## config.mk

```make
export PLATFORM = sky130hd
export DESIGN_NAME = demux_reg_router
export DESIGN_NICKNAME = d
export VERILOG_FILES = /design/src/rtl/demux_router_pkg.sv /design/src/rtl/demux_out_slot.sv /design/src/rtl/demux_reg_router.sv
export SDC_FILE = /design/constraint.sdc
export NUM_CORES = 1
export LEC_CHECK = 0
export BUFFER_PORTS_ARGS = -buffer_cell sky130_fd_sc_hd__buf_2
export CORE_MARGIN = 3
export CORE_UTILIZATION = 50
export CTS_CLUSTER_DIAMETER = 40
export DETAILED_ROUTE_END_ITERATION = 8
export PLACE_DENSITY_LB_ADDON = 0.25
export SYNTH_ARGS = -nofsm -noshare
export SYNTH_HDL_FRONTEND = slang
export SYNTH_SLANG_ARGS = --single-unit
```

## constraint.sdc

```tcl
create_clock -name clk -period 1.91 [get_ports clk]
set_clock_uncertainty 0.2 [all_clocks]
set_input_delay 0.382 -clock clk [delete_from_list [all_inputs] [get_ports clk]]
set_output_delay 0.382 -clock clk [all_outputs]
set_load 0.02 [all_outputs]
```

## src/rtl/demux_router_pkg.sv

```systemverilog
// Shared defaults and helpers for the registered 1:N demultiplexer.
package demux_router_pkg;

    localparam int DEF_DW    = 8;
    localparam int DEF_N_OUT = 4;
    localparam int DEF_CW    = 8;

    // True when a select value addresses an existing output channel.
    function automatic logic sel_in_range(input int sel, input int n);
        return sel < n;
    endfunction

endpackage

```

## src/rtl/demux_out_slot.sv

```systemverilog
// One-entry holding register for a single output channel.
// Accepts a push whenever it is empty or being drained in the same cycle.
module demux_out_slot #(
    parameter int DW = 8
) (
    input  logic          clk,
    input  logic          rst_n,
    input  logic          push,
    input  logic          pop,
    input  logic [DW-1:0] din,
    output logic          valid,
    output logic [DW-1:0] dout,
    output logic          free
);

    // The slot can take a new beat when it is empty or its beat leaves now.
    assign free = !valid || pop;

    // Hold register: a push overrides a pop, otherwise a pop empties the slot.
    always_ff @(posedge clk) begin
        // NOTE: the data register is reset as well, so a beat discarded by
        // reset never reappears on dout and the reset value is defined.
        if (!rst_n) begin
            valid <= 1'b0;
            dout  <= '0;
        end else if (push) begin
            // NOTE: non-blocking assignments keep every flop sampling the
            // pre-edge values, independent of statement order.
            valid <= 1'b1;
            dout  <= din;
        end else if (pop) begin
            valid <= 1'b0;
        end
    end

endmodule

```

## src/rtl/demux_reg_router.sv

```systemverilog
// Registered 1:N demultiplexer with valid/ready handshake.
// Decodes s_sel, steers accepted beats into per-channel holding slots,
// and sinks out-of-range beats with an error pulse and a saturating count.
module demux_reg_router
    import demux_router_pkg::*;
#(
    parameter  int DW    = DEF_DW,
    parameter  int N_OUT = DEF_N_OUT,
    parameter  int CW    = DEF_CW,
    localparam int SW    = (N_OUT > 2) ? $clog2(N_OUT) : 1
) (
    input  logic                clk,
    input  logic                rst_n,
    input  logic                s_valid,
    output logic                s_ready,
    input  logic [SW-1:0]       s_sel,
    input  logic [DW-1:0]       s_data,
    output logic [N_OUT-1:0]    m_valid,
    input  logic [N_OUT-1:0]    m_ready,
    output logic [N_OUT*DW-1:0] m_data,
    output logic                sel_err,
    output logic [CW-1:0]       drop_cnt
);

    logic             sel_ok;
    logic             drop;
    logic [N_OUT-1:0] slot_free;
    logic [N_OUT-1:0] push;

    assign sel_ok = sel_in_range(int'(s_sel), N_OUT);

    // An out-of-range beat is always sunk, so s_ready is 1 and it drops on s_valid.
    assign drop = s_valid && !sel_ok;

    // Select decode: s_ready follows only the addressed slot; push only that slot.
    always_comb begin
        // NOTE: defaults first so every path assigns every output and no
        // latch is inferred.
        s_ready = !sel_ok;
        push    = '0;
        for (int k = 0; k < N_OUT; k++) begin
            if (sel_ok && (s_sel == SW'(k))) begin
                s_ready = slot_free[k];
                push[k] = s_valid && slot_free[k];
            end
        end
    end

    // One holding slot per output channel; each drains independently.
    for (genvar k = 0; k < N_OUT; k++) begin : g_slot
        demux_out_slot #(
            .DW (DW)
        ) u_slot (
            .clk   (clk),
            .rst_n (rst_n),
            .push  (push[k]),
            .pop   (m_valid[k] && m_ready[k]),
            .din   (s_data),
            .valid (m_valid[k]),
            .dout  (m_data[k*DW +: DW]),
            .free  (slot_free[k])
        );
    end

    // Error pulse for the cycle after a drop, and a counter that sticks at all-ones.
    always_ff @(posedge clk) begin
        if (!rst_n) begin
            sel_err  <= 1'b0;
            drop_cnt <= '0;
        end else begin
            sel_err <= drop;
            if (drop && (drop_cnt != {CW{1'b1}})) begin
                drop_cnt <= drop_cnt + 1'b1;
            end
        end
    end

endmodule

```

# After elaboration in Yosys (flattened, before gate mapping)
# Cells that the tools add are included.
word_totals:
  register_bits: 36
  in_bits: 17
op_classes:
  reduce_logical: 21
  muxes: 16
  n_eq_ne: 3
ops:
  columns: ["op", "count"]
  rows:
  - ["$mux 1", 16]
  - ["$logic_and 1x1->1", 8]
  - ["$reduce_bool 2->1", 4]
  - ["$eq 2x2->1 const B", 2]
  - ["$logic_not 1->1", 4]
  - ["$logic_or 1x1->1", 4]
  - ["$eq 2x1->1 const B", 1]
  - ["$logic_not 2->1", 1]

# Longest topological paths before layout
# Gate-level depths: netlist (run 1).
logic_depth:
  word_depth: 6
  mapped_depth: 4

# Modules after synthesis
# Synthesis (run 1) repeated with hierarchy kept, for this count alone.
unflattened:
  hier_cells: 135
  area_unflattened_um2: 1520.2
by_module_without_submodules:
  columns: ["mod", "n_inst", "cells_per_inst", "area_each_um2"]
  rows:
  - ["demux_out_slot", 4, 29, 339.1]
  - ["demux_reg_router", 1, 19, 163.9]

# Least setup slack after synthesis (run 1)
# No wires, ideal clock.
synth_timing:
  kind: "in2out"
  from: "input m_ready[3]"
  to: "output s_ready"
  cell_stages: 2
  arrival_time_ns: 1.058
  setup_slack_ns: 0.270
  cell_sequence: "nand2b_1 > mux4_2"
synth_via:
  elab_chain_len: 3
synth_rtl:
  columns: ["element", "line_no", "source"]
  rows:
  - ["start, declared", "demux_reg_router.sv:19", "input logic [N_OUT-1:0] m_ready,"]
  - ["$logic_and 1x1->1", "demux_reg_router.sv:57", ".pop (m_valid[k] && m_ready[k]),"]
  - ["$logic_or 1x1->1", "demux_out_slot.sv:17", "assign free = !valid || pop;"]
  - ["$mux 1", "demux_reg_router.sv:42", "if (sel_ok && (s_sel == SW'(k))) begin"]
  - ["end, declared", "demux_reg_router.sv:15", "output logic s_ready,"]
# No other way between the ends.

# Worst setup path in the final report (run 1)
layout_timing:
  from: "register g_slot[3].u_slot.valid"
  to: "output s_ready"
layout_via:
  elab_chain_len: 3
  elab_cells_between_ends: 4
  classes_between: "mux: 1; reduce/logical: 3"
layout_rtl:
  columns: ["element", "line_no", "source"]
  rows:
  - ["start, declared", "demux_out_slot.sv:11", "output logic valid,"]
  - ["start signal, assigned", "demux_out_slot.sv:24", "valid <= 1'b0;"]
  - ["start signal, assigned", "demux_out_slot.sv:29", "valid <= 1'b1;"]
  - ["start signal, assigned", "demux_out_slot.sv:32", "valid <= 1'b0;"]
  - ["$logic_not 1->1 or $logic_and 1x1->1 (tied branches)", "demux_out_slot.sv:17, demux_reg_router.sv:57", null]
  - ["$logic_or 1x1->1 (*)", "demux_out_slot.sv:17", null]
  - ["$mux 1 (*)", "demux_reg_router.sv:42", null]
# Mark *: on every way between the ends. The rest lies on a longest branch, timed or not.

==> impl_metrics.tcl, run 1 <==
set metrics [dict create \
    dp.cells 223 \
    period_needed_ps 1940 \
    drv_slew 0 \
    min_period_over_period_pct 102 \
    vias 1151 \
    multi_input_area_um2 667 \
    cp-startpoint "g_slot[3].u_slot.valid" \
    overflow 0 \
    register_area_um2 726 \
    design.die.area_um2 3670 \
    yosysMostFrequentCell "nand2_1" \
    syn_to_final_growth_pct 20.7 \
    sw_frac_of_total_pct 26.7 \
    p_int_uw 1030 \
    rsz0062_at_grt "true" \
    numCtsBuffers 5 \
    gp_congestion 0.694 \
    grt_pass1_vias 1047 \
    grt_max_degree 45 \
    synth-edff-count 0 \
    synth_commonest_cells "42 x nand2_1, 36 x dfxtp_1, 32 x mux2i_1" \
    setup_ws_ps -32.2 \
    syn-cell-area_um2 1490 \
    status "finished, violations left" \
    ant_nets 0 \
    io_buffers 53 \
    arrival_ps 1360 \
    synthDistinctLibCells 18 \
    die_w_um 60.5 \
    combPwrFrac_pct 13.2 \
    antenna_found_initial 0 \
    htreeDepth 2 \
    cts_tree "done" \
    core_um2 2810 \
    critPathMaxFanout 3 \
    utilization_pct 64.0 \
    hold_buffers 0 \
    initial_core_util_pct 53.0 \
    grt_usage_pct 17.5 \
    power_leakage_uw 0.000880 \
    die_h_um 60.5 \
    clk_pin_slew_ps 100 \
    p_switching_uw 375 \
    rows 19 \
    async_flop_share_pct 0 \
    wire_per_inst_um 13.1 \
    ir_worst_vdd_mv 0.591 \
    synth_area_leader_cell "dfxtp_1" \
    hold_ws_ps 147 \
    r2r_start "g_slot[2].u_slot.valid" \
    nets 216 \
    syn-mean-instance-area_um2 9.98 \
    report.final.hold_viol_count 0 \
    p_seq_share_pct 56.5 \
    worst-setup-path-type "reg -> out" \
    cp-end-kind "output port" \
    setup-violations-final 1 \
    postCtsSetupRepairBufs 0 \
    synth_top_area_share_pct 48.4 \
    crit_path_start_kind "register" \
    hp-class "in -> reg" \
    dp_hpwl_um 2170 \
    synth_cells 149 \
    violations "negative setup slack" \
    drt-total-wl_um 3040 \
    insertion_delay_ps 320 \
    dp_slack_ps 52.7 \
    dr.pass1.iters 4 \
    synth_seq_area_share_pct 48.4 \
    clock_sinks 36 \
    ys.warnings.count 0 \
    synthTopCellsByArea "dfxtp_1 48%, mux2i_1 22%, nand2_1 11%" \
    drtIter0Drc 49 \
    instances_no_fill 231 \
    rrSetupSlack_ps 560 \
    worstHoldStart "m_ready[0]" \
    cellPowerDensity_nw_per_um2 780 \
    grt_pass1_wl_um 4640 \
    num_io_pins 63 \
    num_antenna_cells 0 \
    drv_cap 0 \
    max-clock-path-buffers 2 \
    clkPwrFrac_pct 30.2 \
    clock-root-buffer "clkbuf_4" \
    ys_ff_latch 36 \
    remaining_drc_errors 0 \
    drive_above_1_share_pct 37.5 \
    fillers 236 \
    via_per_inst 4.98 \
    crit_required_ps 1330 \
    clock.fmax_mhz 515 \
    synth-main-ff-cell "dfxtp_1" \
]
layout by cell type, fill, tap and decap left out:
master      Yosys  routed
buf_2           3      52
nand2_1        42      42
mux2i_1        32      32
dfxtp_1        36      32
conb_1          1       9
clkbuf_4        0       5
dfxtp_2         0       4
buf_4          15       4
nand2b_4        0       3
a21boi_0        3       3
nor2b_1         2       2
nand2b_1        4       1
mux4_2          1       1
nor3_2          0       1
o21a_1          1       1
nor2b_2         1       1
nand3b_1        1       1
nand3_1         1       1
and3_4          1       1
clkinvlp_4      0       1
clkbuf_8        0       1
clkbuf_1        2       1
buf_6           2       1
layer usage:
metal / up-vias / wire [um] / GRT usage, %
met1: 536 / 1220 / 18.7
met2: 43 / 1560 / 31.2
met3: 7 / 212 / 6.38
met4: 0 / 41 / 7.43
li1: 565 / - / -
met5: - / 0 / 0
what timing repair did:
action / CTS / global route
endpoints found under the setup margin: 1 / 1
resized for setup: 5 / 4
pin swaps: 0 / 0
critical path: stages, from the launching register on:
cell,delay [ps]
dfxtp_2,360
nand2b_4,60
mux4_2,470
buf_6,150
path summary, 6_finish.rpt:
| path | endpoint | depth (start not counted) |
|---|---|---|
| max | s_ready | 3 |
| max reg2reg | g_slot[2].u_slot.dout[2] | 4 |
| min reg2reg | g_slot[1].u_slot.dout[1] | 2 |
| min | g_slot[0].u_slot.valid | 3 |
power by group through the flow:
stage               combinational (uW)  clock [uW]  sequential, uW
floorplan                          114           0             836
global placement                   178           0             806
detailed placement                 182           0             807
CTS                                184         437             790
global route                       203         469             795
finish                             186         424             792
per-stage QoR:
step	TNS, ps	power (uW)	instance area (um2)
after global routing	-70.7	1470	1800
after detailed placement	0	989	1700
final	-32.2	1400	1800
after global placement	0	983	1700
after CTS	-58.5	1410	1770
after floorplan	0	949	1520
kinds of logic after synthesis:
kind of cell / share of synthesized area (%)
and+or+nand+nor: 15.6
DFF: 48.4
muxes: 23.0
buffers and inverters: 10.6
AOI/OAI and AO/OA: 2.02
other: 0.252
flip-flops by register name, summed over array words and instances, names as in the netlist:
name,count
g_slot.u_slot.dout,32
g_slot.u_slot.valid,4
final cells by class:
cell class,instances,share of cell area [%]
Sequential cell,36,40.4
Clock buffer,7,3.07
Timing Repair Buffer,57,16.8
Tap cell,31,2.16
Clock inverter,1,0.418
Multi-Input combinational cell,99,37.1
Note: power is estimated with default switching activity, not from simulation.
==> run 2: changes to the inputs <==
--- a/config.mk
+++ b/config.mk
@@ -6,8 +6,10 @@
 export NUM_CORES = 1
 export LEC_CHECK = 0
 export BUFFER_PORTS_ARGS = -buffer_cell sky130_fd_sc_hd__buf_2
+export CORE_ASPECT_RATIO = 1.1
 export CORE_MARGIN = 3
 export CORE_UTILIZATION = 50
+export CTS_BUF_LIST = sky130_fd_sc_hd__clkbuf_16
 export CTS_CLUSTER_DIAMETER = 40
 export DETAILED_ROUTE_END_ITERATION = 8
 export PLACE_DENSITY_LB_ADDON = 0.25
==> impl_metrics.tcl, run 2 (same netlist as run 1, synthesis figures left out) <==
set metrics [dict create \
    status "completed" \
    critPathMaxFanout 3 \
    utilization_pct 67.1 \
    p_total_uw 1710 \
    drv_cap 0 \
    power_leakage_uw 0.000920 \
    layout_commonest_cell "buf_2" \
    min_path_cells 3 \
    final_cell_mix "52 x buf_2, 42 x nand2_1, 34 x dfxtp_1, 32 x mux2i_1, 9 x conb_1" \
    cts_tree "done" \
    worstHoldStart "s_data[0]" \
    htreeDepth 2 \
    antenna_found_initial 0 \
    drv_slew 0 \
    clock-root-buffer "clkbuf_16" \
    ff2ff_path_depth 5 \
    io_buffers 53 \
    vias 1144 \
    cp-end-kind "output port" \
    rrSetupSlack_ps 570 \
    hp-class "in -> reg" \
    grt_pass1_vias 1100 \
    dr.pass1.iters 4 \
    core_um2 2800 \
    path_cells "nand2b_1, mux4_2, buf_6" \
    period_needed_ps 1890 \
    overflow 0 \
    max_stage_delay_ps 480 \
    clock.fmax_mhz 528 \
    holdPathEnd "g_slot[0].u_slot.dout[0]" \
    min_period_over_period_pct 99.2 \
    crit_required_ps 1330 \
    syn_to_final_growth_pct 26.3 \
    initial_core_util_pct 53.1 \
    clock_sinks 36 \
    numCtsBuffers 5 \
    drtIter0Drc 25 \
    rsz0062_at_grt "true" \
    design.die.area_um2 3670 \
    setup-violations-final 0 \
    grt_max_degree 26 \
    arrival_ps 1310 \
    drive_above_1_share_pct 35.6 \
    grt_usage_pct 18.1 \
    max-clock-path-buffers 2 \
    reg_top3 "g_slot.u_slot.dout: 32 flops, g_slot.u_slot.valid: 4 flops" \
    dp_hpwl_um 2230 \
    r2r_start "g_slot[3].u_slot.valid" \
    wire_per_inst_um 13.0 \
    hold_buffers 0 \
    cp_top_family "multiplexers" \
    num_io_pins 63 \
    placed_area_um2 1720 \
    path_buf_inv 1 \
    cellPowerDensity_nw_per_um2 910 \
    ant_nets 0 \
    crit_path_start_kind "register" \
    fin_area_um2 1880 \
    grt_pass1_wl_um 5070 \
    nets 219 \
    report.final.hold_viol_count 0 \
    rows 20 \
    r2r-end "g_slot[3].u_slot.dout[5]" \
    die_w_um 58.0 \
    worst_path_max_delay_cell "mux4_2" \
    regMostFlops "g_slot.u_slot.dout" \
    ir_worst_vdd_mv 0.691 \
    remaining_drc_errors 0 \
    worst-setup-path-type "reg -> out" \
    drt-total-wl_um 3060 \
    gp_congestion 0.783 \
    via_per_inst 4.87 \
    clk_pin_slew_ps 50 \
    insertion_delay_ps 270 \
    num_antenna_cells 0 \
    tns_ps 0 \
    largest_register_ffs 32 \
    die_h_um 63.2 \
]
run 2: timing repair:
| action | in CTS | in global routing |
|---|---|---|
| setup buffers | 2 | 0 |
| endpoints found under the setup margin | 1 | 1 |
| gates resized for setup | 1 | 3 |
run 2: metal layers:
metal	wire, um	share of wire (%)	track usage, %
met1	1300	42	22.2
met2	1480	48	28.8
met3	236	7.7	5.33
met4	41	1.3	8.41
met5	0	0	0
run 2: report_power, final:
part	switching (uW)	internal [uW]	total, uW
clock network	262	467	729
logic	118	70.6	189
registers	12.7	780	792
run 2: cell type report:
cell class	instances	area, um2
fill	246	923
sequential	36	723
multi-input combinational	99	644
timing repair buffer	60	337
clock buffer	5	125
tap	33	41.3
clock inverter	2	8.76
run 2: tightest hold or removal path, stage by stage:
cell and delay (ps):
buf_2 70, nand2_1 80, mux2i_1 120
run 2: worst max path at each step:
stage                           start       to  slack (ps)  cells after the start
3_3_place_gp               m_ready[1]  s_ready          80                      4
3_5_place_dp               m_ready[1]  s_ready          30                      4
2_1_floorplan              m_ready[3]  s_ready         270                      2
4_1_cts        g_slot[1].u_slot.valid  s_ready           7                      3
6_report       g_slot[0].u_slot.valid  s_ready          20                      3
5_1_grt        g_slot[0].u_slot.valid  s_ready         -10                      3
run 2: metrics by stage:
step | hold WS, ps | worst slack [ps] | std cells
final | 233 | 15.8 | 235
after global routing | 250 | -11.2 | 235
after CTS | 233 | 6.94 | 235
after detailed placement | 245 | 33.5 | 226
after global placement | 240 | 81.5 | 226
after floorplan | 288 | 270 | 157
==> run 3: changes to the inputs <==
--- a/config.mk
+++ b/config.mk
@@ -8,7 +8,7 @@
 export BUFFER_PORTS_ARGS = -buffer_cell sky130_fd_sc_hd__buf_2
 export CORE_ASPECT_RATIO = 1.1
 export CORE_MARGIN = 3
-export CORE_UTILIZATION = 50
+export CORE_UTILIZATION = 42
 export CTS_BUF_LIST = sky130_fd_sc_hd__clkbuf_16
 export CTS_CLUSTER_DIAMETER = 40
 export DETAILED_ROUTE_END_ITERATION = 8
==> constraint.sdc (replaced) <==
create_clock -name clk -period 1.6 [get_ports clk]
set_clock_uncertainty 0.2 [all_clocks]
set_input_delay 0.32 -clock clk [delete_from_list [all_inputs] [get_ports clk]]
set_output_delay 0.32 -clock clk [all_outputs]
set_load 0.02 [all_outputs]
==> impl_metrics.tcl, run 3 (same netlist as run 1, synthesis figures left out) <==
set metrics [dict create \
    status "finished, violations left" \
    violations "negative setup slack" \
    fillers 320 \
    regMostFlops "g_slot.u_slot.dout" \
    min_period_over_period_pct 112 \
    drive_above_1_share_pct 36.8 \
    wire_per_inst_um 12.2 \
    clock.fmax_mhz 557 \
    dr.pass1.iters 4 \
    clock_sinks 36 \
    final_cell_mix "52 x buf_2, 42 x nand2_1, 33 x dfxtp_1, 32 x mux2i_1, 9 x conb_1" \
    cp-end-kind "output port" \
    hold_buffers 0 \
    cts_tree "done" \
    drtIter0Drc 29 \
    overflow 0 \
    io_buffers 53 \
    dp_hpwl_um 2230 \
    setup_ws_ps -195 \
    dp_slack_ps -107 \
    ant_nets 0 \
    num_io_pins 63 \
    drv_slew 0 \
    nets 220 \
    sw_frac_of_total_pct 22.0 \
    p_int_uw 1740 \
    p_switching_uw 490 \
    register_area_um2 724 \
    grt_pass1_wl_um 4860 \
    htreeDepth 2 \
    max-clock-path-buffers 2 \
    die_h_um 68.4 \
    arrival_ps 1270 \
    insertion_delay_ps 270 \
    drt-total-wl_um 3090 \
    fin_area_um2 1940 \
    combPwrFrac_pct 10.1 \
    setup-violations-final 1 \
    drv_cap 0 \
    clk_pin_slew_ps 50 \
    grt_usage_pct 15.1 \
    ir_worst_vdd_mv 0.717 \
    antenna_found_initial 0 \
    multi_input_area_um2 644 \
    largest_register_ffs 32 \
    report.final.hold_viol_count 0 \
    p_seq_share_pct 42.4 \
    remaining_drc_errors 0 \
    cellPowerDensity_nw_per_um2 1150 \
    core_um2 3360 \
    gp_congestion 0.795 \
    initial_core_util_pct 44.3 \
    layout_commonest_cell "buf_2" \
    die_w_um 62.7 \
    period_needed_ps 1790 \
    via_per_inst 4.49 \
    hp-class "in -> reg" \
    grt_pass1_vias 1086 \
    placed_area_um2 1760 \
    numCtsBuffers 5 \
    vias 1131 \
    crit_required_ps 1080 \
    reg_top3 "g_slot.u_slot.dout: 32 flops, g_slot.u_slot.valid: 4 flops" \
    syn_to_final_growth_pct 30.2 \
    crit_path_start_kind "register" \
    critPathMaxFanout 2 \
    design.die.area_um2 4290 \
    grt_max_degree 45 \
    power_leakage_uw 0.000939 \
    worst-setup-path-type "reg -> out" \
    num_antenna_cells 0 \
    rsz0062_at_grt "true" \
    rows 22 \
    clock-root-buffer "clkbuf_16" \
    clkPwrFrac_pct 47.4 \
]
-- run 3: worst max-delay path, stage by stage, from the launching register on --
cell and delay, ps:
dfxtp_2 320, nand2b_1 70, mux4_2 480, buf_6 150
-- run 3: path summary, 6_finish.rpt --
check                                                 to  slack [ps]  depth (start not counted)                startpoint
worst max-delay path                             s_ready        -190                          3    g_slot[3].u_slot.valid
worst min-delay path              g_slot[1].u_slot.valid         160                          3                  s_sel[0]
worst max register to register  g_slot[3].u_slot.dout[1]         270                          5    g_slot[3].u_slot.valid
worst min register to register  g_slot[1].u_slot.dout[1]         250                          2  g_slot[1].u_slot.dout[1]
-- run 3: layout make-up --
class	count	share of cell area (%)
clock buffers	5	6.46
clock inverters	3	2.00
multi-input cells	99	33.3
flip-flops and latches	36	37.4
well taps	48	3.10
repair buffers	61	17.8
-- run 3: routing by layer --
| metal | global-route usage (%) | vias to the layer above | routed length, um |
|---|---|---|---|
| met5 | 0 | - | 0 |
| met4 | 6.61 | 0 | 23 |
| met3 | 6.40 | 2 | 236 |
| met2 | 26.2 | 40 | 1530 |
| met1 | 16.3 | 519 | 1300 |
| li1 | - | 570 | - |
-- run 3: power groups by stage --
| stage | combinational, uW | sequential [uW] | clock (uW) |
|---|---|---|---|
| floorplan | 136 | 998 | 0 |
| global placement | 221 | 962 | 0 |
| detailed placement | 226 | 964 | 0 |
| CTS | 228 | 946 | 1080 |
| global route | 247 | 949 | 1130 |
| finish | 226 | 946 | 1060 |
-- run 3: what timing repair did --
item	4_1_cts	5_1_grt
cloned	0	0
gates resized for setup	4	1
buffers inserted	1	0
pin swaps	0	0
setup endpoints to repair	1	1
-- run 3: through the flow --
| step | TNS [ps] | std cells | total power, uW | hold slack (ps) | utilization [%] |
|---|---|---|---|---|---|
| final | -195 | 252 | 2230 | 160 | 57.7 |
| after global routing | -241 | 252 | 2330 | 173 | 57.7 |
| after CTS | -210 | 252 | 2250 | 150 | 57.6 |
| after detailed placement | -107 | 243 | 1190 | 243 | 52.3 |
| after global placement | -111 | 243 | 1180 | 242 | 52.3 |
| after floorplan | 0 | 157 | 1130 | 267 | - |
